`config.mk`:
```
export PLATFORM = sky130hd
export DESIGN_NAME = clock_enable_divider_multi
export DESIGN_NICKNAME = d
export VERILOG_FILES = /design/src/rtl/clock_enable_divider_multi.sv
export SDC_FILE = /design/constraint.sdc
export NUM_CORES = 1
export LEC_CHECK = 0
export CORE_UTILIZATION = 50
export CTS_BUF_LIST = sky130_fd_sc_hd__clkbuf_4
export DETAILED_ROUTE_END_ITERATION = 8
export GPL_TIMING_DRIVEN = 0
export PLACE_DENSITY = 0.67
export SKIP_CTS_REPAIR_TIMING = 1
export SLEW_MARGIN = 20
export SYNTH_ARGS = -nofsm -noshare
export SYNTH_HDL_FRONTEND = slang
export SYNTH_SLANG_ARGS = --single-unit
```
`constraint.sdc`:
```
create_clock -name i_clk_mhz -period 3.25 [get_ports i_clk_mhz]
set_input_delay 0.325 -clock i_clk_mhz [delete_from_list [all_inputs] [get_ports i_clk_mhz]]
set_output_delay 0.325 -clock i_clk_mhz [all_outputs]
set_load 0.005 [all_outputs]
```
`src/rtl/clock_enable_divider_multi.sv`:
```
// N-channel clock-enable divider with staged, glitch-free divisor reloads and a common phase-align sync.
// Optional macro CLOCK_ENABLE_DIVIDER_TOGGLE_EN adds o_tgl_div, a per-channel square wave at 1/(2*D).
module clock_enable_divider_multi #(
  parameter int par_num_chan    = 4,
  parameter int par_div_width   = 16,
  parameter int par_ce_div_init = 1000,
  localparam int c_sel_width    = (par_num_chan > 1) ? $clog2(par_num_chan) : 1
) (
  input  logic                     i_clk_mhz,
  input  logic                     i_rst_mhz_n,
  input  logic                     i_ce_mhz,
  input  logic                     i_sync,
  input  logic                     i_load_valid,
  input  logic [c_sel_width-1:0]   i_load_chan,
  input  logic [par_div_width-1:0] i_load_div,
  output logic [par_num_chan-1:0]  o_ce_div,
  output logic [par_num_chan-1:0]  o_pending,
`ifdef CLOCK_ENABLE_DIVIDER_TOGGLE_EN
  output logic [par_num_chan-1:0]  o_tgl_div,
`endif
  output logic                     o_load_err
);

  localparam logic [par_div_width-1:0] c_div_init = par_div_width'(par_ce_div_init);
  localparam logic [c_sel_width:0]     c_num_chan = (c_sel_width + 1)'(par_num_chan);

  logic load_err_q, load_err_d;

  // Channel numbers are widened by one bit so non-power-of-two channel counts are range-checked too.
  always_comb begin
    load_err_d = i_load_valid && ({1'b0, i_load_chan} >= c_num_chan);
  end

  always_ff @(posedge i_clk_mhz or negedge i_rst_mhz_n) begin
    if (!i_rst_mhz_n) load_err_q <= 1'b0;
    else              load_err_q <= load_err_d;
  end

  assign o_load_err = load_err_q;

  for (genvar gi = 0; gi < par_num_chan; gi++) begin : g_chan
    logic [par_div_width-1:0] cnt_q, cnt_d;
    logic [par_div_width-1:0] act_q, act_d;
    logic [par_div_width-1:0] shd_q, shd_d;
    logic                     pend_q, pend_d;
    logic                     ce_q, ce_d;
    logic                     hit;
    logic                     wrap;

    always_comb begin
      hit    = i_load_valid && (i_load_chan == c_sel_width'(gi));
      wrap   = !i_sync && i_ce_mhz && (act_q != '0) && (cnt_q == act_q - 1'b1);
      cnt_d  = cnt_q;
      act_d  = act_q;
      shd_d  = hit ? i_load_div : shd_q;
      pend_d = pend_q | hit;
      ce_d   = 1'b0;
      if (i_sync) begin
        // A load landing on the sync cycle bypasses staging, same as at a wrap.
        cnt_d  = '0;
        act_d  = hit ? i_load_div : (pend_q ? shd_q : act_q);
        pend_d = 1'b0;
      end else if (act_q == '0) begin
        cnt_d = '0;
        if (pend_q) begin
          act_d  = shd_q;
          pend_d = hit;
        end
      end else if (i_ce_mhz) begin
        if (wrap) begin
          cnt_d  = '0;
          ce_d   = 1'b1;
          act_d  = hit ? i_load_div : (pend_q ? shd_q : act_q);
          pend_d = 1'b0;
        end else begin
          cnt_d = cnt_q + 1'b1;
        end
      end
    end

    always_ff @(posedge i_clk_mhz or negedge i_rst_mhz_n) begin
      if (!i_rst_mhz_n) begin
        cnt_q  <= '0;
        act_q  <= c_div_init;
        shd_q  <= c_div_init;
        pend_q <= 1'b0;
        ce_q   <= 1'b0;
      end else begin
        cnt_q  <= cnt_d;
        act_q  <= act_d;
        shd_q  <= shd_d;
        pend_q <= pend_d;
        ce_q   <= ce_d;
      end
    end

    assign o_ce_div[gi]  = ce_q;
    assign o_pending[gi] = pend_q;

`ifdef CLOCK_ENABLE_DIVIDER_TOGGLE_EN
    logic tgl_q, tgl_d;

    always_comb begin
      tgl_d = i_sync ? 1'b0 : (wrap ? ~tgl_q : tgl_q);
    end

    always_ff @(posedge i_clk_mhz or negedge i_rst_mhz_n) begin
      if (!i_rst_mhz_n) tgl_q <= 1'b0;
      else              tgl_q <= tgl_d;
    end

    assign o_tgl_div[gi] = tgl_q;
`endif
  end

endmodule

```
==> After elaboration in Yosys (flattened, before gate mapping) <==
Index checks and enable logic that the tools add are counted.
{ "word_totals": {"input_bits": 23, "output_inout_bits": 9, "elab_cells": 150, "register_bits": 200} }
{ "classes": {"n_bitwise": 4, "muxes": 76, "add_sub_neg": 8, "reduce_logical": 35, "n_eq_ne": 7} }
{ "ops": {"columns": ["cell", "count"], "rows": [
  ["$mux W16", 40],
  ["$add A16 B1 Y16 const B", 4],
  ["$eq A16 B16 Y1", 4],
  ["$logic_not A16 Y1", 4],
  ["$reduce_bool A16 Y1", 4],
  ["$sub A16 B1 Y16 const B", 4],
  ["$mux W1", 36],
  ["$reduce_bool A3 Y1", 8],
  ["$logic_and A1 B1 Y1", 13],
  ["$reduce_and A2 Y1", 4],
  ["$eq A2 B2 Y1 const B", 2],
  ["$or A1 B1 Y1", 4],
  ["$eq A2 B1 Y1 const B", 1],
  ["$logic_not A2 Y1", 1],
  ["$logic_not A1 Y1", 1]
]} }

==> Logic depth before layout (Yosys ltp) <==
Gate-level depths: netlist of run 1.
{ "logic_depth": {"ltp_word": 8, "mapped_depth": 13, "depth_no_buf": 10} }

==> Least setup slack after synthesis of run 1 <==
OpenSTA, ideal clock, no wires.
{ "synth_path": {"path_kind": "register -> register", "start": "register g_chan[0].act_q[0]", "end": "register g_chan[0].act_q[11]", "arrival_ns": 2.707, "path_buffers": 1, "required_ns": 3.131, "synth_period_minus_slack_ns": 2.826, "setup_ns": 0.119, "setup_slack_ns": 0.424, "stages_incl_launch_ff": 12, "path_cell_list": "dfrtp_1 -> inv_1 -> ha_1 -> nor2b_1 -> nand2_1 -> or3_1 -> a221oi_1 -> nand4_1 -> o31ai_4 -> buf_2 -> mux2i_1 -> nand2_1"} }
{ "synth_between": {"elab_chain_cells": 5, "elab_cells_between_ends": 11, "cone_classes": "add/sub: 1; eq/ne: 1; mux: 2; reduce/logical: 7"} }
{ "synth_lines": {"columns": ["element", "line_no", "source"], "rows": [
  ["start, declared", "43", "logic [par_div_width-1:0] act_q, act_d;"],
  ["start signal, assigned", "84", "act_q <= c_div_init;"],
  ["start signal, assigned", "90", "act_q <= act_d;"],
  ["$sub A16 B1 Y16 or $reduce_bool A16 Y1 (tied branches)", "52", "wrap = !i_sync && i_ce_mhz && (act_q != '0) && (cnt_q == act_q - 1'b1);"],
  ["$eq A16 B16 Y1 or $logic_and A1 B1 Y1 (tied branches)", "52", null],
  ["$logic_and A1 B1 Y1", "52", null],
  ["$reduce_bool A3 Y1 (no line)", null, null],
  ["$reduce_and A2 Y1 (no line)", null, null]
]} }
Several ways; a longest one is shown, not always the timed one.
A chain may end at the register's enable or synchronous reset.

==> Final worst setup path of run 1 <==
{ "layout_path": {"start": "register g_chan[2].act_q[0]", "end": "register g_chan[2].act_q[8]"} }
{ "layout_between": {"elab_chain_cells": 5, "elab_cells_between_ends": 11, "cone_classes": "add/sub: 1; eq/ne: 1; mux: 2; reduce/logical: 7"} }
{ "layout_lines": {"columns": ["element", "line_no"], "rows": [
  ["start, declared", "43"],
  ["start signal, assigned", "84"],
  ["start signal, assigned", "90"],
  ["$sub A16 B1 Y16 or $reduce_bool A16 Y1 (tied branches)", "52"],
  ["$eq A16 B16 Y1 or $logic_and A1 B1 Y1 (tied branches)", "52"],
  ["$logic_and A1 B1 Y1", "52"],
  ["$reduce_bool A3 Y1 (no line)", null],
  ["$reduce_and A2 Y1 (no line)", null]
]} }
Several ways; a longest one is shown, not always the timed one.

==> results of run 1 <==
## power by group
group / leakage, nW / internal [mW] / switching (mW)
combinational: 2.67 / 0.791 / 0.956
sequential: 2.44 / 2.95 / 0.403
clock: 0.170 / 0.625 / 0.875
total: 5.28 / 4.37 / 2.23
## final timing paths
path / slack (ns) / to / cells after the start / startpoint
setup / recovery: 0.13 / g_chan[2].act_q[8]$_DFFE_PN1P_ / 12 / g_chan[2].act_q[0]$_DFFE_PN0P_
hold / removal: 0.13 / g_chan[2].cnt_q[7]$_DFFE_PN0P_ / 2 / i_rst_mhz_n
setup reg to reg: 0.13 / g_chan[2].act_q[8]$_DFFE_PN1P_ / 12 / g_chan[2].act_q[0]$_DFFE_PN0P_
hold reg to reg: 0.47 / g_chan[1].shd_q[3]$_DFFE_PN1P_ / 2 / g_chan[1].shd_q[3]$_DFFE_PN1P_
max in group asynchronous: 2.34 / g_chan[1].act_q[3]$_DFFE_PN1P_ / 3 / i_rst_mhz_n
min in group i_clk_mhz: 0.35 / g_chan[0].pend_q$_DFF_PN0_ / 2 / i_sync
## cell type report
class / instances / area share, %
Clock inverter: 13 / 1.362
Antenna cell: 1 / 0.01905
Clock buffer: 19 / 1.086
Multi-Input combinational cell: 968 / 48.52
Inverter: 40 / 1.143
Buffer: 79 / 2.877
Timing Repair Buffer: 44 / 3.429
Tap cell: 313 / 2.982
Sequential cell: 200 / 38.58
## placed cells by master, fill, tap and decap left out, types with 14 or more instances in the layout
cell / Yosys / routed
nand3_1: 43 / 43
nor3_1: 40 / 37
nand3b_1: 21 / 21
buf_4: 11 / 24
dfrtp_1: 152 / 150
clkdlybuf4s50_1: 0 / 28
clkbuf_1: 51 / 49
a22oi_1: 18 / 17
mux2i_1: 18 / 18
nand4_1: 21 / 21
mux2_2: 50 / 50
o21ai_0: 53 / 52
a21oi_1: 55 / 54
and3_1: 42 / 42
xnor2_1: 76 / 76
nand2_1: 170 / 170
clkbuf_4: 0 / 20
nand2b_1: 15 / 14
o2bb2ai_1: 30 / 30
xor2_1: 46 / 46
nor2_1: 104 / 101
inv_1: 40 / 40
dfstp_2: 48 / 48
## metal layers
| layer | wire length [µm] | track usage [%] | vias to the layer above |
|---|---|---|---|
| li1 | - | - | 4683 |
| met1 | 13780 | 36.20 | 4831 |
| met2 | 13640 | 39.58 | 233 |
| met3 | 1470 | 3.556 | 30 |
| met4 | 327 | 4.762 | 0 |
| met5 | 0 | 0 | - |
## state kept, by name, indices dropped and copies added, names as in the netlist
signal and flops:
g_chan.cnt_q 64, g_chan.shd_q 64, g_chan.ce_q 4, g_chan.pend_q 4, g_chan.act_q 64
## stage by stage
step | cells | utilization, %
6_report | 1677 | 57.32
4_1_cts | 1664 | 56.43
5_1_grt | 1677 | 57.32
3_5_place_dp | 1632 | 55.03
3_3_place_gp | 1629 | 54.71
2_1_floorplan | 1287 | -
## cells by family (layout without fill, tap and decap cells)
group | Yosys count | after routing | synth area share [%]
AND/OR/NAND/NOR | 527 | 527 | 22.44
XOR/XNOR | 123 | 123 | 9.202
multiplexers | 68 | 68 | 6.268
buffers and inverters | 119 | 195 | 4.390
other | 1 | 2 | 0.03163
AO/OA/AOI/OAI | 237 | 237 | 13.69
flip-flops | 200 | 200 | 42.72
adder cells (fa/ha/maj) | 12 | 12 | 1.266
==> results_dict.tcl, run 1 <==
set metrics [dict create \
    outcome "finished clean" \
    via_count 9777 \
    synth_cell_types 84 \
    antenna_found_initial 1 \
    vias_per_cell 5.830 \
    grt_pass1_wl_mm 47.72 \
    cts_tree "built" \
    min_period_over_period_pct 95.97 \
    hold_viol 0 \
    place_ws_ns -0.3811 \
    multi_input_area_mm2 0.006374 \
    drv_slew 0 \
    globalRouteTotalUtil_pct 24.88 \
    synth_top_area_share_pct 32.08 \
    clock_sinks 200 \
    fmax_mhz 320.6 \
    core_mm2 0.02292 \
    nFillCells 2047 \
    seq_area_frac_synth_pct 42.72 \
    syn_to_final_growth_pct 10.79 \
    avgSynthCellArea_um2 9.212 \
    ios 32 \
    slowest_stage "dfrtp_2" \
    skew_ns 0.03689 \
    design_area_mm2 0.01314 \
    setup_ws_ns 0.1311 \
    drive_gt1_share_pct 15.70 \
    fp-row-count 55 \
    peakVddDrop_mv 0.2597 \
    synthTopCellsByCount "nand2_1 (170), dfrtp_1 (152), nor2_1 (104)" \
    portBuffers 29 \
    grt_pass1_vias 9074 \
    dr.pass1.iters 6 \
    drt_first_iter_violations 658 \
    synthArstFlopShare_pct 100.0 \
    synthFlopType "dfrtp_1" \
    synth_top_cell_by_area "dfrtp_1" \
    critPathBufInv 3 \
    finalSetupTns_ns 0 \
    drv_cap 0 \
    cp_max_fo 10 \
    path_class "reg2reg" \
    synth-seq-cells 200 \
    powerDensity_mw_per_mm2 502.8 \
    cp.arrival_ns 3.63 \
    die_y_um 156.0 \
    max-slew-margin-rel_pct 48.06 \
    grt_max_degree 84 \
    dieArea_mm2 0.02433 \
    layout.nets 1385 \
    startpoint_type "flop" \
    synthTopCellsByArea "dfrtp_1 (32%), dfstp_2 (11%), xnor2_1 (5.6%)" \
    synth_nets 1322 \
    placed_cell_area_mm2 0.01261 \
    cts_made_buffers 17 \
    p_leak_nw 5.280 \
    yosysMostFrequentCell "nand2_1" \
    worst_path_largest_cell_delay_ns 0.47 \
    wl_per_cell_um 17.42 \
    setup_viol 0 \
    post-route-min-period_ns 3.119 \
    yosys_warnings 0 \
    start_util_pct 51.74 \
    path_clk_slew_ns 0.18 \
    register_area_mm2 0.005067 \
    tightestPinTransition_ns 0.7791 \
    power_mw 6.604 \
    clockRootBuffer "clkbuf_4" \
    h-tree-depth 4 \
    syn_inst 1287 \
    path_cells "inv_1, ha_1, buf_2, nand3_1, a22oi_2, o22ai_1, a2111o_1, a2111o_1, a21oi_2, o21ai_2, buf_6, a22oi_1" \
    path_delay_family "compound AO/OA/AOI/OAI gates" \
    grt_overflow_total 0 \
    critPathCaptureType "flop" \
    ant_nets 0 \
    cts_buffer_depth 2 \
    drc 0 \
    globalplace.congestion 0.8857 \
    synth-edff-count 0 \
    syn-cell-area_mm2 0.01186 \
    dpl.hpwl_mm 20.86 \
    wirelength_mm 29.22 \
    cpMostUsedCell "a2111o_1" \
    die_width_um 156.0 \
    hp-class "in2async" \
    whs_ns 0.1312 \
    required_ns 3.76 \
    clk_latency_ns 0.62 \
]
No activity file was read; power rests on OpenSTA's default activity.
==> run 2: changes to the inputs <==
--- a/config.mk
+++ b/config.mk
@@ -8,9 +8,9 @@
 export CORE_UTILIZATION = 50
 export CTS_BUF_LIST = sky130_fd_sc_hd__clkbuf_4
 export DETAILED_ROUTE_END_ITERATION = 8
+export GPL_ROUTABILITY_DRIVEN = 0
 export GPL_TIMING_DRIVEN = 0
 export PLACE_DENSITY = 0.67
-export SKIP_CTS_REPAIR_TIMING = 1
 export SLEW_MARGIN = 20
 export SYNTH_ARGS = -nofsm -noshare
 export SYNTH_HDL_FRONTEND = slang
==> constraint.sdc (replaced) <==
create_clock -name i_clk_mhz -period 4.1 [get_ports i_clk_mhz]
set_input_delay 0.41 -clock i_clk_mhz [delete_from_list [all_inputs] [get_ports i_clk_mhz]]
set_output_delay 0.41 -clock i_clk_mhz [all_outputs]
set_load 0.005 [all_outputs]
==> run 2 against run 1 <==
  * Design area decreased by 1.4%
  * Sequential share of layout area up 0.55 points
  * Non-clock buffer count is 11 lower
  * Utilization decreased by 0.83 points
  * Clock power is 21% lower
  * Power shrank 21%
  * First-iteration DRC count grew 2.7%
  * Routed wire length decreased by 0.42%
  * Critical path depth is 1 lower
  * Largest power group unchanged
==> results_dict.tcl, run 2 (synthesized netlist as in run 1, its figures left out) <==
set metrics [dict create \
    seqPwrFrac_pct 51.1 \
    critPathCaptureType "flop" \
    syn_to_final_growth_pct 9.181 \
    wl_per_cell_um 17.46 \
    timing.rr.start "g_chan[0].act_q[0]$_DFFE_PN0P_" \
    p_sw_share_pct 33.53 \
    dr.pass1.iters 8 \
    antenna_found_initial 1 \
    path_clk_slew_ns 0.18 \
    outcome "finished clean" \
    design_area_mm2 0.01294 \
    top_layer "met4" \
    cts_buffer_depth 2 \
    cp_max_fo 10 \
    rsz0062_at_grt "no" \
    cts_made_buffers 17 \
    dpl.hpwl_mm 20.86 \
    portBuffers 29 \
    vias_per_cell 5.819 \
    fp-row-count 55 \
    required_ns 4.59 \
    nFillCells 2072 \
    grt_pass1_vias 9074 \
    layout.nets 1374 \
    powerDensity_mw_per_mm2 400.5 \
    clockRootBuffer "clkbuf_4" \
    h-tree-depth 4 \
    drt_first_iter_violations 676 \
    skew_ns 0.03452 \
    clk_latency_ns 0.61 \
    top_regs "g_chan.act_q (64), g_chan.cnt_q (64), g_chan.shd_q (64)" \
    ios 32 \
    start_util_pct 51.74 \
    globalRouteTotalUtil_pct 24.88 \
    post_cts_resized 0 \
    hp-class "in2async" \
    max-slew-margin-rel_pct 41.69 \
    layout_common_cells "nand2_1 (170), dfrtp_1 (152), nor2_1 (104)" \
    post-route-min-period_ns 3.345 \
    wl_met2_mm 13.65 \
    hold_viol 0 \
    wl_met1_mm 14.04 \
    grt_overflow_total 0 \
    startpoint_type "flop" \
    drc 0 \
    finalSetupTns_ns 0 \
    setup_ws_ns 0.7555 \
    wirelength_mm 29.09 \
    finalCoreUtilization_pct 56.49 \
    met3_length_mm 1.168 \
    core_mm2 0.02292 \
    p_int_mw 3.446 \
    p_clk_share_pct 22.9 \
    path_class "reg2reg" \
    dieArea_mm2 0.02433 \
    clock_sinks 200 \
    tightestPinTransition_ns 0.8679 \
    die_width_um 156.0 \
    ant_nets 0 \
    fmax_mhz 299.0 \
    min_period_over_period_pct 81.57 \
    crit_start "g_chan[0].act_q[0]$_DFFE_PN0P_" \
    cp.arrival_ns 3.83 \
    p_leak_nw 5.212 \
    place_ws_ns 0.3839 \
    drv_slew 0 \
    grt_pass1_wl_mm 47.72 \
    peakVddDrop_mv 0.2054 \
    switchingPower_mw 1.739 \
    combPwrFrac_pct 26.0 \
    die_y_um 156.0 \
    setup_viol 0 \
    drive_gt1_share_pct 13.39 \
    layout_commonest_cell "nand2_1" \
    whs_ns 0.2294 \
    drv_cap 0 \
    grt_max_degree 84 \
    via_count 9694 \
    placed_cell_area_mm2 0.01261 \
    cts_tree "built" \
]
## run 2: cell types whose count changed in the layout (fill, tap and decap cells not counted), sizes merged
cell  before  now
buf       43   32
## run 2: repair_timing
item,4_1_cts,5_1_grt
hold buffers,1,0
endpoints found under the hold margin,35,0
setup buffers,0,0
## run 2: layout make-up
type	instances	area, µm²	area share, %
tap	313	391.6	3.025
clock buffer	19	142.6	1.102
antenna	1	2.502	0.01933
multi-input combinational	968	6276	48.48
inverter	40	150.1	1.160
timing repair buffer	33	367.9	2.842
clock inverter	13	178.9	1.382
buffer	79	370.4	2.861
sequential	200	5065	39.13
## run 2: path summary, 6_finish.rpt
check	endpoint	slack, ns	cells past startpoint
max	g_chan[0].act_q[12]$_DFFE_PN0P_	0.76	11
min in group i_clk_mhz	g_chan[0].pend_q$_DFF_PN0_	0.44	2
max reg2reg	g_chan[0].act_q[12]$_DFFE_PN0P_	0.76	11
min	g_chan[2].cnt_q[7]$_DFFE_PN0P_	0.23	2
max in group asynchronous	g_chan[1].act_q[8]$_DFFE_PN1P_	3.09	3
min reg2reg	g_chan[1].shd_q[3]$_DFFE_PN1P_	0.47	2
## run 2: per-stage QoR
| step | power, mW | instances |
|---|---|---|
| after detailed placement | 4.021 | 1632 |
| after global routing | 5.482 | 1666 |
| after CTS | 5.208 | 1665 |
| final | 5.185 | 1666 |
| after global placement | 3.968 | 1629 |
| after floorplan | 3.612 | 1287 |
## run 2: metal layers
metal | track usage (%) | up-vias
met5 | 0 | -
met4 | 4.762 | 0
met3 | 3.556 | 19
met2 | 39.58 | 198
met1 | 36.20 | 4820
li1 | - | 4657
## run 2: power by group through the flow
stage | clock [mW] | sequential (mW) | combinational, mW
after detailed placement | 0 | 2.68 | 1.34
final | 1.19 | 2.65 | 1.35
after CTS | 1.22 | 2.65 | 1.35
after floorplan | 0 | 2.58 | 1.03
after global routing | 1.29 | 2.69 | 1.50
after global placement | 0 | 2.67 | 1.29
## run 2: worst max-delay path, cell delays in order (launching register included)
cell and delay [ns]:
dfrtp_1 0.48, inv_1 0.13, ha_1 0.21, nor2b_1 0.39
nand2_1 0.14, or3_1 0.32, a221oi_1 0.31, nand4_1 0.22
o31ai_4 0.42, buf_2 0.34, mux2i_1 0.22, nand2_1 0.06
==> run 3: changes to the inputs <==
==> constraint.sdc (replaced) <==
create_clock -name i_clk_mhz -period 3.09 [get_ports i_clk_mhz]
set_input_delay 0.309 -clock i_clk_mhz [delete_from_list [all_inputs] [get_ports i_clk_mhz]]
set_output_delay 0.309 -clock i_clk_mhz [all_outputs]
set_load 0.005 [all_outputs]
==> run 3 against run 2 <==
  * Sequential power increased by 34%
  * Largest power group unchanged
  * Combinational power increased by 41%
  * Hold slack got worse by 0.10 ns
  * Routed wire length increased by 2.2%
  * Utilization increased by 1.8 points
  * Critical path depth decreased by 1
  * Global-route usage about the same
  * Register-to-register slack got worse by 0.69 ns
  * Clock skew increased by 0.00078 ns
  * Final cell count increased by 0.78%
  * Power increased by 36%
  * Maximum frequency increased by 11%
==> results_dict.tcl, run 3 (synthesized netlist as in run 1, its figures left out) <==
set metrics [dict create \
    outcome "finished clean" \
    cp.arrival_ns 3.51 \
    drive_gt1_share_pct 17.95 \
    grt_pass1_wl_mm 47.83 \
    path_class "reg2reg" \
    required_ns 3.58 \
    startpoint_type "flop" \
    crit_start "g_chan[0].act_q[4]$_DFFE_PN0P_" \
    p_sw_share_pct 34.02 \
    path_clk_slew_ns 0.18 \
    power_mw 7.044 \
    wl_met2_mm 14.17 \
    dp.cells 1632 \
    antenna_found_initial 1 \
    dr.pass1.iters 6 \
    tightestPinTransition_ns 0.7798 \
    wirelength_mm 29.72 \
    rsz0062_at_grt "yes" \
    clk_latency_ns 0.60 \
    grt_overflow_total 0 \
    drc 0 \
    cts_buffer_depth 2 \
    grt_pass1_vias 9117 \
    setup_viol 0 \
    clock_sinks 200 \
    layout_commonest_cell "nand2_1" \
    max-slew-margin-rel_pct 48.01 \
    syn_to_final_growth_pct 12.66 \
    peakVddDrop_mv 0.2735 \
    p_leak_nw 5.357 \
    powerDensity_mw_per_mm2 527.3 \
    worst_path_largest_cell_delay_ns 0.62 \
    drv_cap 0 \
    skew_ns 0.03530 \
    ios 32 \
    switchingPower_mw 2.397 \
    dpl.hpwl_mm 20.86 \
    portBuffers 29 \
    layout.nets 1387 \
    place_ws_ns -0.5251 \
    critPathCaptureType "flop" \
    dieArea_mm2 0.02433 \
    combPwrFrac_pct 27.1 \
    wl_met1_mm 13.91 \
    drt_first_iter_violations 753 \
    h-tree-depth 4 \
    finalSetupTns_ns 0 \
    fmax_mhz 331.2 \
    met3_length_mm 1.410 \
    hold_viol 0 \
    p_int_mw 4.648 \
    clockRootBuffer "clkbuf_4" \
    cp_max_fo 8 \
    globalRouteTotalUtil_pct 24.93 \
    p_clk_share_pct 22.4 \
    setup_ws_ns 0.07029 \
    cts_tree "built" \
    seqPwrFrac_pct 50.5 \
    top_regs "g_chan.act_q (64), g_chan.cnt_q (64), g_chan.shd_q (64)" \
    fp-row-count 55 \
    die_y_um 156.0 \
    min_period_over_period_pct 97.73 \
    layout_common_cells "nand2_1 (170), dfrtp_1 (149), nor2_1 (100)" \
    ant_nets 0 \
    hp-class "in2async" \
    slowest_stage "or4_1" \
    top_layer "met4" \
    timing.rr.start "g_chan[0].act_q[4]$_DFFE_PN0P_" \
    vias_per_cell 5.843 \
    cts_made_buffers 17 \
    path_cells "clkbuf_1, or4_1, nor3_1, nand4_1, a21boi_1, nand4_1, buf_4, nor3_1, xnor2_1, nor2_1" \
    grt_max_degree 84 \
    fin_cells 1679 \
    drv_slew 0 \
    wl_per_cell_um 17.70 \
    core_mm2 0.02292 \
    start_util_pct 51.74 \
    via_count 9811 \
    die_width_um 156.0 \
    post-route-min-period_ns 3.020 \
]
## run 3: cell count changes in the layout (fill, tap and decap cells not counted), sizes merged
cell	previous run	this run
clkbuf	70	66
buf	32	49
## run 3: critical path, delay by kind of cell (launching register included)
family / cells / cell delay (ns)
and+or+nand+nor: 6 / 1.63
AOI/OAI and AO/OA: 1 / 0.33
buffers and inverters: 2 / 0.41
DFF: 1 / 0.39
xor gates and xnor gates: 1 / 0.16
## run 3: what timing repair did
action	4_1_cts	5_1_grt
pin swaps	6	20
resized for setup	15	53
setup buffers	6	10
hold endpoints to repair	160	0
setup endpoints to repair	97	107
gates cloned	0	1
hold buffers	1	0
## run 3: path summary, 6_finish.rpt
| path | to | slack, ns | cells past startpoint |
|---|---|---|---|
| setup / recovery | g_chan[0].cnt_q[13]$_DFFE_PN0P_ | 0.07 | 10 |
| max in group asynchronous | g_chan[1].act_q[3]$_DFFE_PN1P_ | 2.18 | 3 |
| hold / removal | g_chan[2].cnt_q[7]$_DFFE_PN0P_ | 0.13 | 2 |
| setup reg to reg | g_chan[0].cnt_q[13]$_DFFE_PN0P_ | 0.07 | 10 |
| hold reg to reg | g_chan[1].shd_q[3]$_DFFE_PN1P_ | 0.47 | 2 |
| min in group i_clk_mhz | g_chan[0].pend_q$_DFF_PN0_ | 0.34 | 2 |
## run 3: cell type report
cell class / instances / area, µm²
clock inverters: 13 / 178.9
repair buffers: 50 / 525.5
clock buffers: 19 / 142.6
plain buffers: 75 / 371.6
fillers: 2024 / 9558
inverters: 40 / 150.1
well taps: 313 / 391.6
diodes: 1 / 2.502
flip-flops and latches: 200 / 5069
multi-input cells: 968 / 6526
## run 3: metrics by stage
stage	hold slack [ns]	instance area (µm²)	util [%]
3_5_place_dp	0.2029	12610	55.03
4_1_cts	0.1230	13040	56.91
2_1_floorplan	0.01341	11860	-
5_1_grt	0.1348	13360	58.29
6_report	0.1298	13360	58.29
3_3_place_gp	0.4444	12540	54.71
## run 3: power groups by stage
stage | combinational [mW] | sequential, mW | clock (mW)
final | 1.91 | 3.56 | 1.58
after detailed placement | 1.78 | 3.56 | 0
after CTS | 1.82 | 3.52 | 1.61
after floorplan | 1.36 | 3.43 | 0
after global routing | 2.11 | 3.61 | 1.71
after global placement | 1.72 | 3.55 | 0
## run 3: per-layer routing
layer  GRT usage (%)  vias up
met5               0        -
met4           4.762        0
met3           3.556       21
met2           39.88      225
met1           36.07     4874
li1                -     4691
